## config.mk

```make
export PLATFORM = sky130hd
export DESIGN_NAME = fma_read_buffer
export DESIGN_NICKNAME = d
export VERILOG_FILES = /design/src/rtl/fma_pkg.sv /design/src/rtl/fma_line_fifo.sv /design/src/rtl/fma_read_buffer.sv
export SDC_FILE = /design/constraint.sdc
export NUM_CORES = 1
export LEC_CHECK = 0
export ABC_AREA = 1
export CAP_MARGIN = 20
export CORE_ASPECT_RATIO = 2
export CORE_MARGIN = 1.5
export CORE_UTILIZATION = 38
export DETAILED_ROUTE_END_ITERATION = 8
export PLACE_DENSITY = 0.61
export SLEW_MARGIN = 20
export SYNTH_ARGS = -nofsm -noshare
export SYNTH_HDL_FRONTEND = slang
export SYNTH_SLANG_ARGS = --single-unit
export TNS_END_PERCENT = 30
```

## constraint.sdc

```tcl
create_clock -name clk_in -period 15.34 [get_ports clk_in]
set_clock_uncertainty 0.1 [all_clocks]
set_input_delay 3.068 -clock clk_in [delete_from_list [all_inputs] [get_ports clk_in]]
set_output_delay 3.068 -clock clk_in [all_outputs]
set_load 0.01 [all_outputs]
```

## src/rtl/fma_pkg.sv

```systemverilog
// Constants and types shared by the FMA line buffers: phrase count, phrase
// index type and the slot-index mapping used to pack/unpack memory lines.
package fma_pkg;

    localparam int unsigned PHRASE_COUNT = 3;
    localparam int unsigned PHRASE_BITS  = 2;

    typedef logic [PHRASE_BITS-1:0] phrase_t;

    localparam phrase_t FIRST_PHRASE = phrase_t'(0);
    localparam phrase_t LAST_PHRASE  = phrase_t'(PHRASE_COUNT - 1);

    // Slot of (phrase, fma) within a line; also the bit index in the line mask.
    function automatic int unsigned slot_index(input int unsigned phrase,
                                               input int unsigned fma,
                                               input int unsigned fma_count);
        return phrase * fma_count + fma;
    endfunction

endpackage

```

## src/rtl/fma_line_fifo.sv

```systemverilog
// Two-entry synchronous FIFO holding {mask, line} entries; the head entry is
// exposed combinationally. Callers must not push when full or pop when empty.
module fma_line_fifo #(
    parameter int unsigned DATA_WIDTH = 8
) (
    input  logic                  clk,
    input  logic                  rst,
    input  logic                  push,
    input  logic [DATA_WIDTH-1:0] push_data,
    input  logic                  pop,
    output logic [DATA_WIDTH-1:0] head_data,
    output logic [1:0]            count
);

    logic [DATA_WIDTH-1:0] mem [2];
    logic                  rd_idx;
    logic                  wr_idx;

    always_ff @(posedge clk) begin
        if (push) begin
            mem[wr_idx] <= push_data;
        end
    end

    always_ff @(posedge clk) begin
        if (rst) begin
            rd_idx <= 1'b0;
            wr_idx <= 1'b0;
            count  <= '0;
        end else begin
            if (push) begin
                wr_idx <= ~wr_idx;
            end
            if (pop) begin
                rd_idx <= ~rd_idx;
            end
            case ({push, pop})
                2'b10:   count <= count + 2'd1;
                2'b01:   count <= count - 2'd1;
                default: count <= count;
            endcase
        end
    end

    assign head_data = mem[rd_idx];

endmodule

```

## src/rtl/fma_read_buffer.sv

```systemverilog
// Unpacks queued memory lines into per-FMA phrases, skipping phrases whose
// slots are all masked, and presents them with a valid/ready handshake.
module fma_read_buffer
    import fma_pkg::*;
#(
    parameter int unsigned FMA_COUNT  = 2,
    parameter int unsigned WORD_WIDTH = 16,
    parameter int unsigned LINE_WIDTH = 96
) (
    input  logic                              clk_in,
    input  logic                              rst_in,
    input  logic [LINE_WIDTH-1:0]             line_in,
    input  logic [PHRASE_COUNT*FMA_COUNT-1:0] line_mask_in,
    input  logic                              line_valid_in,
    output logic                              line_ready_out,
    output logic [WORD_WIDTH*FMA_COUNT-1:0]   word_out,
    output logic [FMA_COUNT-1:0]              word_valid_out,
    output phrase_t                           phrase_out_num,
    input  logic                              word_ready_in
);

    localparam int unsigned MASK_WIDTH  = PHRASE_COUNT * FMA_COUNT;
    localparam int unsigned ENTRY_WIDTH = LINE_WIDTH + MASK_WIDTH;

    logic [ENTRY_WIDTH-1:0] head_entry;
    logic [LINE_WIDTH-1:0]  head_line;
    logic [MASK_WIDTH-1:0]  head_mask;
    logic [1:0]             count;
    logic                   push;
    logic                   pop;
    logic                   have_head;
    logic                   found;
    logic                   more;
    logic                   transfer;
    phrase_t                ptr;
    phrase_t                cur;

    assign line_ready_out = (count < 2'd2) && !rst_in;
    assign push           = line_valid_in && line_ready_out;

    fma_line_fifo #(
        .DATA_WIDTH(ENTRY_WIDTH)
    ) u_fifo (
        .clk      (clk_in),
        .rst      (rst_in),
        .push     (push),
        .push_data({line_mask_in, line_in}),
        .pop      (pop),
        .head_data(head_entry),
        .count    (count)
    );

    assign head_line = head_entry[LINE_WIDTH-1:0];
    assign head_mask = head_entry[ENTRY_WIDTH-1:LINE_WIDTH];
    assign have_head = (count != 2'd0);

    // cur is the first populated phrase at or above ptr; more flags any later one.
    always_comb begin
        found = 1'b0;
        more  = 1'b0;
        cur   = FIRST_PHRASE;
        for (int unsigned p = 0; p < PHRASE_COUNT; p++) begin
            if ((head_mask[p*FMA_COUNT +: FMA_COUNT] != '0) && (phrase_t'(p) >= ptr)) begin
                if (found) begin
                    more = 1'b1;
                end else begin
                    found = 1'b1;
                    cur   = phrase_t'(p);
                end
            end
        end
    end

    always_comb begin
        word_out       = '0;
        word_valid_out = '0;
        phrase_out_num = FIRST_PHRASE;
        if (have_head && found) begin
            phrase_out_num = cur;
            for (int unsigned f = 0; f < FMA_COUNT; f++) begin
                if (head_mask[slot_index(int'(cur), f, FMA_COUNT)]) begin
                    word_valid_out[f]                  = 1'b1;
                    word_out[f*WORD_WIDTH +: WORD_WIDTH] =
                        head_line[slot_index(int'(cur), f, FMA_COUNT)*WORD_WIDTH +: WORD_WIDTH];
                end
            end
        end
    end

    // A head with nothing left to present is dropped without an output cycle.
    assign transfer = have_head && found && word_ready_in;
    assign pop      = have_head && (!found || (word_ready_in && !more));

    always_ff @(posedge clk_in) begin
        if (rst_in) begin
            ptr <= FIRST_PHRASE;
        end else if (pop) begin
            ptr <= FIRST_PHRASE;
        end else if (transfer) begin
            ptr <= (cur == LAST_PHRASE) ? FIRST_PHRASE : cur + phrase_t'(1);
        end
    end

endmodule

```

==> flow_metrics.tcl, run 1 <==
set metrics [dict create \
    status "finished clean" \
    synth_edf_count 204 \
    crit_chain "clkdlybuf4s50_1, nor2_1, clkdlybuf4s50_1" \
    via_per_inst 4.89 \
    yosys.cell_types.count 31 \
    path_max_fanout 5 \
    slowest_stage "clkdlybuf4s50_1" \
    synthCells 766 \
    min_period_ps 7480 \
    cts_tree "yes" \
    slew_viol_final 0 \
    antenna_found_initial 1 \
    wirelength_um 20300 \
    setup_slack_ps 7860 \
    final_nets 1008 \
    synthTopCellsByArea "edfxtp_1 (69%), nand2_1 (13%), mux2i_1 (3.5%)" \
    placed_cell_area_sq_um 10500 \
    finish.instance_area_sq_um 11100 \
    grt_util_all_layers 0.167 \
    startpoint_type "input pin" \
    synthArstFlopShare 0 \
    slew-limit-headroom 0.270 \
    clock-sinks 211 \
    fin_setup_tns_ps 0 \
    core-area_sq_um 22800 \
    crit_family "buffers and inverters" \
    setup_viol 0 \
    first_pass_iters 4 \
    crit_path_frequent_cell "clkdlybuf4s50_1" \
    start_util 0.389 \
    io-pin-count 143 \
    die_w_um 111 \
    regArea_sq_um 6270 \
    worst_pin_slew_ps 1090 \
    drt_iter0_drc 258 \
    grt-ovfl-total 0 \
    dp_slack_ps 7870 \
    dieArea_sq_um 24300 \
    crit_path_max_incr_delay_ps 560 \
    rows 78 \
    ys.flop_type "edfxtp_1" \
    syn_nets 873 \
    hold_viol 0 \
    path_buf_inv 2 \
    ys_ff_latch 211 \
    cts_setup_buffers 0 \
    fmax_mhz 134 \
    yosysWarnings 0 \
    worstSetupEndpointType "primary output" \
    hold-worst-slack_ps 396 \
    ir_worst_vdd_v 0.0000895 \
    n_fill_cell 2077 \
    grt_max_degree 78 \
    power.total_mw 1.29 \
    yosysTopAreaCellShare 0.690 \
    num_vias 5828 \
    cts_resized 0 \
    clk_path_buf_depth 3 \
    numCtsBuffers 20 \
    leakage_nw 4.17 \
    fin_crit_sh 0.488 \
    critPathArrivalTime_ps 4310 \
    area_delta_synth_final_pct 25.0 \
    required_ps 12170 \
    hold_class "flop to flop" \
    multiInputGateArea_sq_um 2320 \
    htreeDepth 1 \
    syn_area_per_cell_sq_um 11.6 \
    wire_per_inst_um 17.0 \
    ys_seq_area_frac 0.706 \
    drcViolationCount 0 \
    cap_viol_max_count 0 \
    clk_latency_ps 500 \
    layout-drive-gt1-share 0.0713 \
    ctsHoldBuffers 0 \
    drtAntennaViolNets 0 \
    die_y_um 219 \
    dp_hpwl_um 12000 \
    grt_pass1_wl_um 31500 \
    critPathKind "input pin to primary output" \
    cts.clk_slew.worst_paths_ps 60 \
    rsz0062_at_grt "no" \
    root_buffer "clkbuf_16" \
    portBuffers 142 \
    gp_congestion 0.734 \
    powerDensity_nw_per_um2 116 \
    synth_area_sq_um 8870 \
    grt_pass1_vias 5870 \
    yosysTopAreaCell "edfxtp_1" \
]
==> registers in the layout (all words and copies together) (netlist names), named ones only <==
register,cells
u_fifo.mem,204
ptr,2
u_fifo.count,2
u_fifo.rd_idx,1
u_fifo.wr_idx,1
==> layout make-up <==
cell class | instances | share of cell area
Timing Repair Buffer | 148 | 0.132
Sequential cell | 211 | 0.565
Antenna cell | 1 | 0.000226
Clock inverter | 8 | 0.00350
Tap cell | 280 | 0.0316
Multi-Input combinational cell | 493 | 0.209
Clock buffer | 25 | 0.0487
Inverter | 27 | 0.00936
==> logic make-up after synthesis <==
kind of cell | after synthesis | share of synthesized area
XOR/XNOR | 2 | 0.00197
buffers and inverters | 62 | 0.0341
multiplexers | 31 | 0.0350
adder cells (fa/ha/maj) | 1 | 0.00141
AND/OR/NAND/NOR | 417 | 0.197
AO/OA/AOI/OAI | 42 | 0.0244
flip-flops | 211 | 0.706
==> worst register-to-register path: stages, from the launching register on <==
cell,delay (ps)
dfxtp_4,450
inv_2,220
buf_4,620
nand2_1,150
nand2_1,90
nand2_1,80
nand2_2,150
nand2_2,100
a21oi_1,240
nand2_1,110
inv_1,70
ha_1,240
a21oi_1,110
o21ai_0,110
xor2_1,140
nor2_1,50
==> cell usage after synthesis (3+ instances only) <==
cell and n:
mux2i_1 31, inv_2 6, inv_1 20, buf_4 3
buf_2 21, nand2_1 318, dfxtp_1 7, nand2_2 5
nor2_2 9, o21ai_0 4, a21oi_1 5, nor2_1 35
buf_6 4, nand3_1 37, clkbuf_1 7, edfxtp_1 204
o21ai_1 31
==> report_power, final <==
| group | total, mW | internal (mW) | switching [mW] |
|---|---|---|---|
| combinational | 0.174 | 0.0695 | 0.105 |
| clock | 0.451 | 0.249 | 0.202 |
| sequential | 0.663 | 0.657 | 0.00626 |
==> routing by layer <==
metal | vias up | share of wire | wire length (um) | global-route usage
met1 | 2767 | 0.38 | 7650 | 0.187
li1 | 2871 | - | - | -
met3 | 34 | 0.046 | 940 | 0.0251
met2 | 156 | 0.54 | 11000 | 0.311
met4 | 0 | 0.034 | 685 | 0.0789
met5 | - | 0 | 0 | 0
==> metrics by stage <==
stage | std cells | util
6_report | 1193 | 0.486
3_3_place_gp | 1159 | 0.460
3_5_place_dp | 1159 | 0.460
4_1_cts | 1192 | 0.486
2_1_floorplan | 766 | -
5_1_grt | 1193 | 0.486
==> worst paths after layout <==
kind         startpoint               to  slack, ps  depth (start not counted)
min              ptr[0]           ptr[0]        400                          2
max reg2reg        flop  u_fifo.count[1]      12210                         15
max              rst_in   line_ready_out       7860                          3
min reg2reg      ptr[0]           ptr[0]        400                          2
==> cells in the final DEF (no fill, tap or decap), drive strengths merged, types with 2 or more instances in the layout <==
cell / instances
nor2: 45
edfxtp: 204
a21oi: 6
clkbuf: 25
dfxtp: 7
mux2i: 31
o21ai: 35
nand4: 2
buf: 6
nand3: 41
clkdlybuf4s50: 142
clkinv: 8
nand2: 326
xor2: 2
inv: 27
Power figures use the tool's default switching activity.
==> inputs of run 2 (changes only) <==
--- a/config.mk
+++ b/config.mk
@@ -11,7 +11,7 @@
 export CORE_MARGIN = 1.5
 export CORE_UTILIZATION = 38
 export DETAILED_ROUTE_END_ITERATION = 8
-export PLACE_DENSITY = 0.61
+export PLACE_DENSITY = 0.63
 export SLEW_MARGIN = 20
 export SYNTH_ARGS = -nofsm -noshare
 export SYNTH_HDL_FRONTEND = slang
==> constraint.sdc (replaced) <==
create_clock -name clk_in -period 6.2 [get_ports clk_in]
set_clock_uncertainty 0.1 [all_clocks]
set_input_delay 1.24 -clock clk_in [delete_from_list [all_inputs] [get_ports clk_in]]
set_output_delay 1.24 -clock clk_in [all_outputs]
set_load 0.01 [all_outputs]
==> run 2 against run 1 <==
Compared with the run above:
- sequential share of layout area decreased by 0.21 points
- total power increased by 140%
- critical path type is now flop to primary output
- hold slack got worse by 8.5 ps
- count of clock-buffer cells in the layout decreased by 3
- highest routed layer unchanged
- critical path depth increased by 10
- routed wire length increased by 0.31%
- non-clock buffer count increased by 4
- setup slack got worse by 6800 ps
- cell count increased by 0.59%
- register-to-register slack got worse by 8800 ps
==> flow_metrics.tcl, run 2 (same netlist as run 1, synthesis figures left out) <==
set metrics [dict create \
    gp_congestion 0.772 \
    grt_util_all_layers 0.165 \
    clk_latency_ps 490 \
    status "finished clean" \
    via_per_inst 4.79 \
    top_regs "u_fifo.mem: 204 flops, ptr: 2 flops, u_fifo.count: 2 flops" \
    leakage_nw 4.18 \
    cts_resized 0 \
    final_core_util 0.487 \
    path_buf_inv 4 \
    combPwrFrac 0.139 \
    mostFrequentLayoutCells "nand2_1 (318), edfxtp_1 (204), clkdlybuf4s50_1 (142)" \
    grt_pass1_wl_um 31100 \
    portBuffers 142 \
    setup_viol 0 \
    dieArea_sq_um 24300 \
    wire_per_inst_um 17.0 \
    worst_pin_slew_ps 909 \
    path_max_fanout 64 \
    cap_viol_max_count 0 \
    fmax_mhz 194 \
    rsz0062_at_grt "no" \
    clock-sinks 211 \
    wirelength_um 20300 \
    power.total_mw 3.15 \
    crit_chain "inv_2, buf_4, nand2_1, nand2_1, nand2_2, nand2_8, nand2_8, inv_4, nand2_1, nand3_1, nand2_1, nor2_1, clkdlybuf4s50_1" \
    critPathKind "flop to primary output" \
    layout-drive-gt1-share 0.0763 \
    drcViolationCount 0 \
    slew-limit-headroom 0.392 \
    ir_worst_vdd_v 0.000227 \
    hold_class "flop to flop" \
    antenna_found_initial 3 \
    first_pass_iters 4 \
    start_util 0.389 \
    largest_reg_flops 204 \
    cts_tree "yes" \
    required_ps 4860 \
    swShare 0.249 \
    die_w_um 111 \
    crit_path_max_incr_delay_ps 600 \
    grt-ovfl-total 0 \
    area_delta_synth_final_pct 25.5 \
    io-pin-count 143 \
    worstSetupEndpointType "primary output" \
    num_vias 5752 \
    dp_hpwl_um 13200 \
    crit_path_frequent_cell "nand2_1" \
    clkPwrFrac 0.341 \
    grt_pass1_vias 5834 \
    drt_iter0_drc 260 \
    ctsHoldBuffers 0 \
    ff2ff_setup_slack_ps 3410 \
    p_switching_uw 785 \
    place_inst 1162 \
    min_period_ps 5160 \
    startpoint_type "flop" \
    largest-register "u_fifo.mem" \
    drtAntennaViolNets 0 \
    hold_viol 0 \
    cts_setup_buffers 0 \
    clk_path_buf_depth 3 \
    crit_family "buffers and inverters" \
    slowest_stage "inv_4" \
    cts.clk_slew.worst_paths_ps 70 \
    powerDensity_nw_per_um2 283 \
    rows 78 \
    grt_max_degree 87 \
    sequentialPowerShare 0.520 \
    critPathArrivalTime_ps 3820 \
    finish.instance_area_sq_um 11100 \
    finalNonFillerCells 1200 \
    placed_cell_area_sq_um 10500 \
    slew_viol_final 0 \
    core-area_sq_um 22800 \
    numCtsBuffers 19 \
    final_nets 1011 \
    root_buffer "clkbuf_16" \
    final_common_cell "nand2_1" \
    hold-worst-slack_ps 387 \
    p_int_mw 2.37 \
    fin_crit_sh 0.832 \
    die_y_um 219 \
    htreeDepth 1 \
]
[run 2: cell types whose count changed in the layout (fill, tap and decap cells not counted)]
cell and delta:
buf_16 +1, clkbuf_16 -2, buf_12 +1, diode_2 +2
inv_6 +1, clkinvlp_4 +2, clkinv_1 +1, clkbuf_1 -1
buf_4 +2
[run 2: power by group through the flow]
| stage | Combinational (mW) | Clock [mW] | Sequential [mW] |
|---|---|---|---|
| after floorplan | 0.252 | 0 | 1.67 |
| after global placement | 0.445 | 0 | 1.67 |
| after detailed placement | 0.446 | 0 | 1.67 |
| after CTS | 0.448 | 1.09 | 1.64 |
| after global routing | 0.483 | 1.16 | 1.64 |
| final | 0.438 | 1.07 | 1.64 |
[run 2: tightest hold or removal path: stages (launching register included)]
cell	delay [ps]
dfxtp_1	330
nand2_1	60
a21oi_1	50
[run 2: layer usage]
layer / share of wire / global-route usage / vias up
met3: 0.037 / 0.0199 / 44
met2: 0.55 / 0.318 / 144
met4: 0.043 / 0.0840 / 0
met1: 0.37 / 0.176 / 2691
li1: - / - / 2873
met5: 0 / 0 / -
[run 2: cell type report]
class / count / area [sq um]
Tap cell: 280 / 350
Multi-Input combinational cell: 493 / 2320
Timing Repair Buffer: 152 / 1530
Fill cell: 2098 / 11700
Clock inverter: 12 / 66.3
Inverter: 27 / 104
Antenna cell: 3 / 7.51
Clock buffer: 22 / 487
Sequential cell: 211 / 6270
[run 2: worst paths after layout]
check        startpoint               to  cells past startpoint
max                flop     word_out[14]                     13
min              ptr[0]           ptr[0]                      2
max reg2reg        flop  u_fifo.count[1]                     15
min reg2reg      ptr[0]           ptr[0]                      2
[run 2: per-stage QoR]
| stage | setup slack (ps) | setup TNS [ps] |
|---|---|---|
| global route | 753 | 0 |
| CTS | 903 | 0 |
| global placement | 1450 | 0 |
| detailed placement | 1440 | 0 |
| floorplan | -355 | -36170 |
| finish | 1040 | 0 |
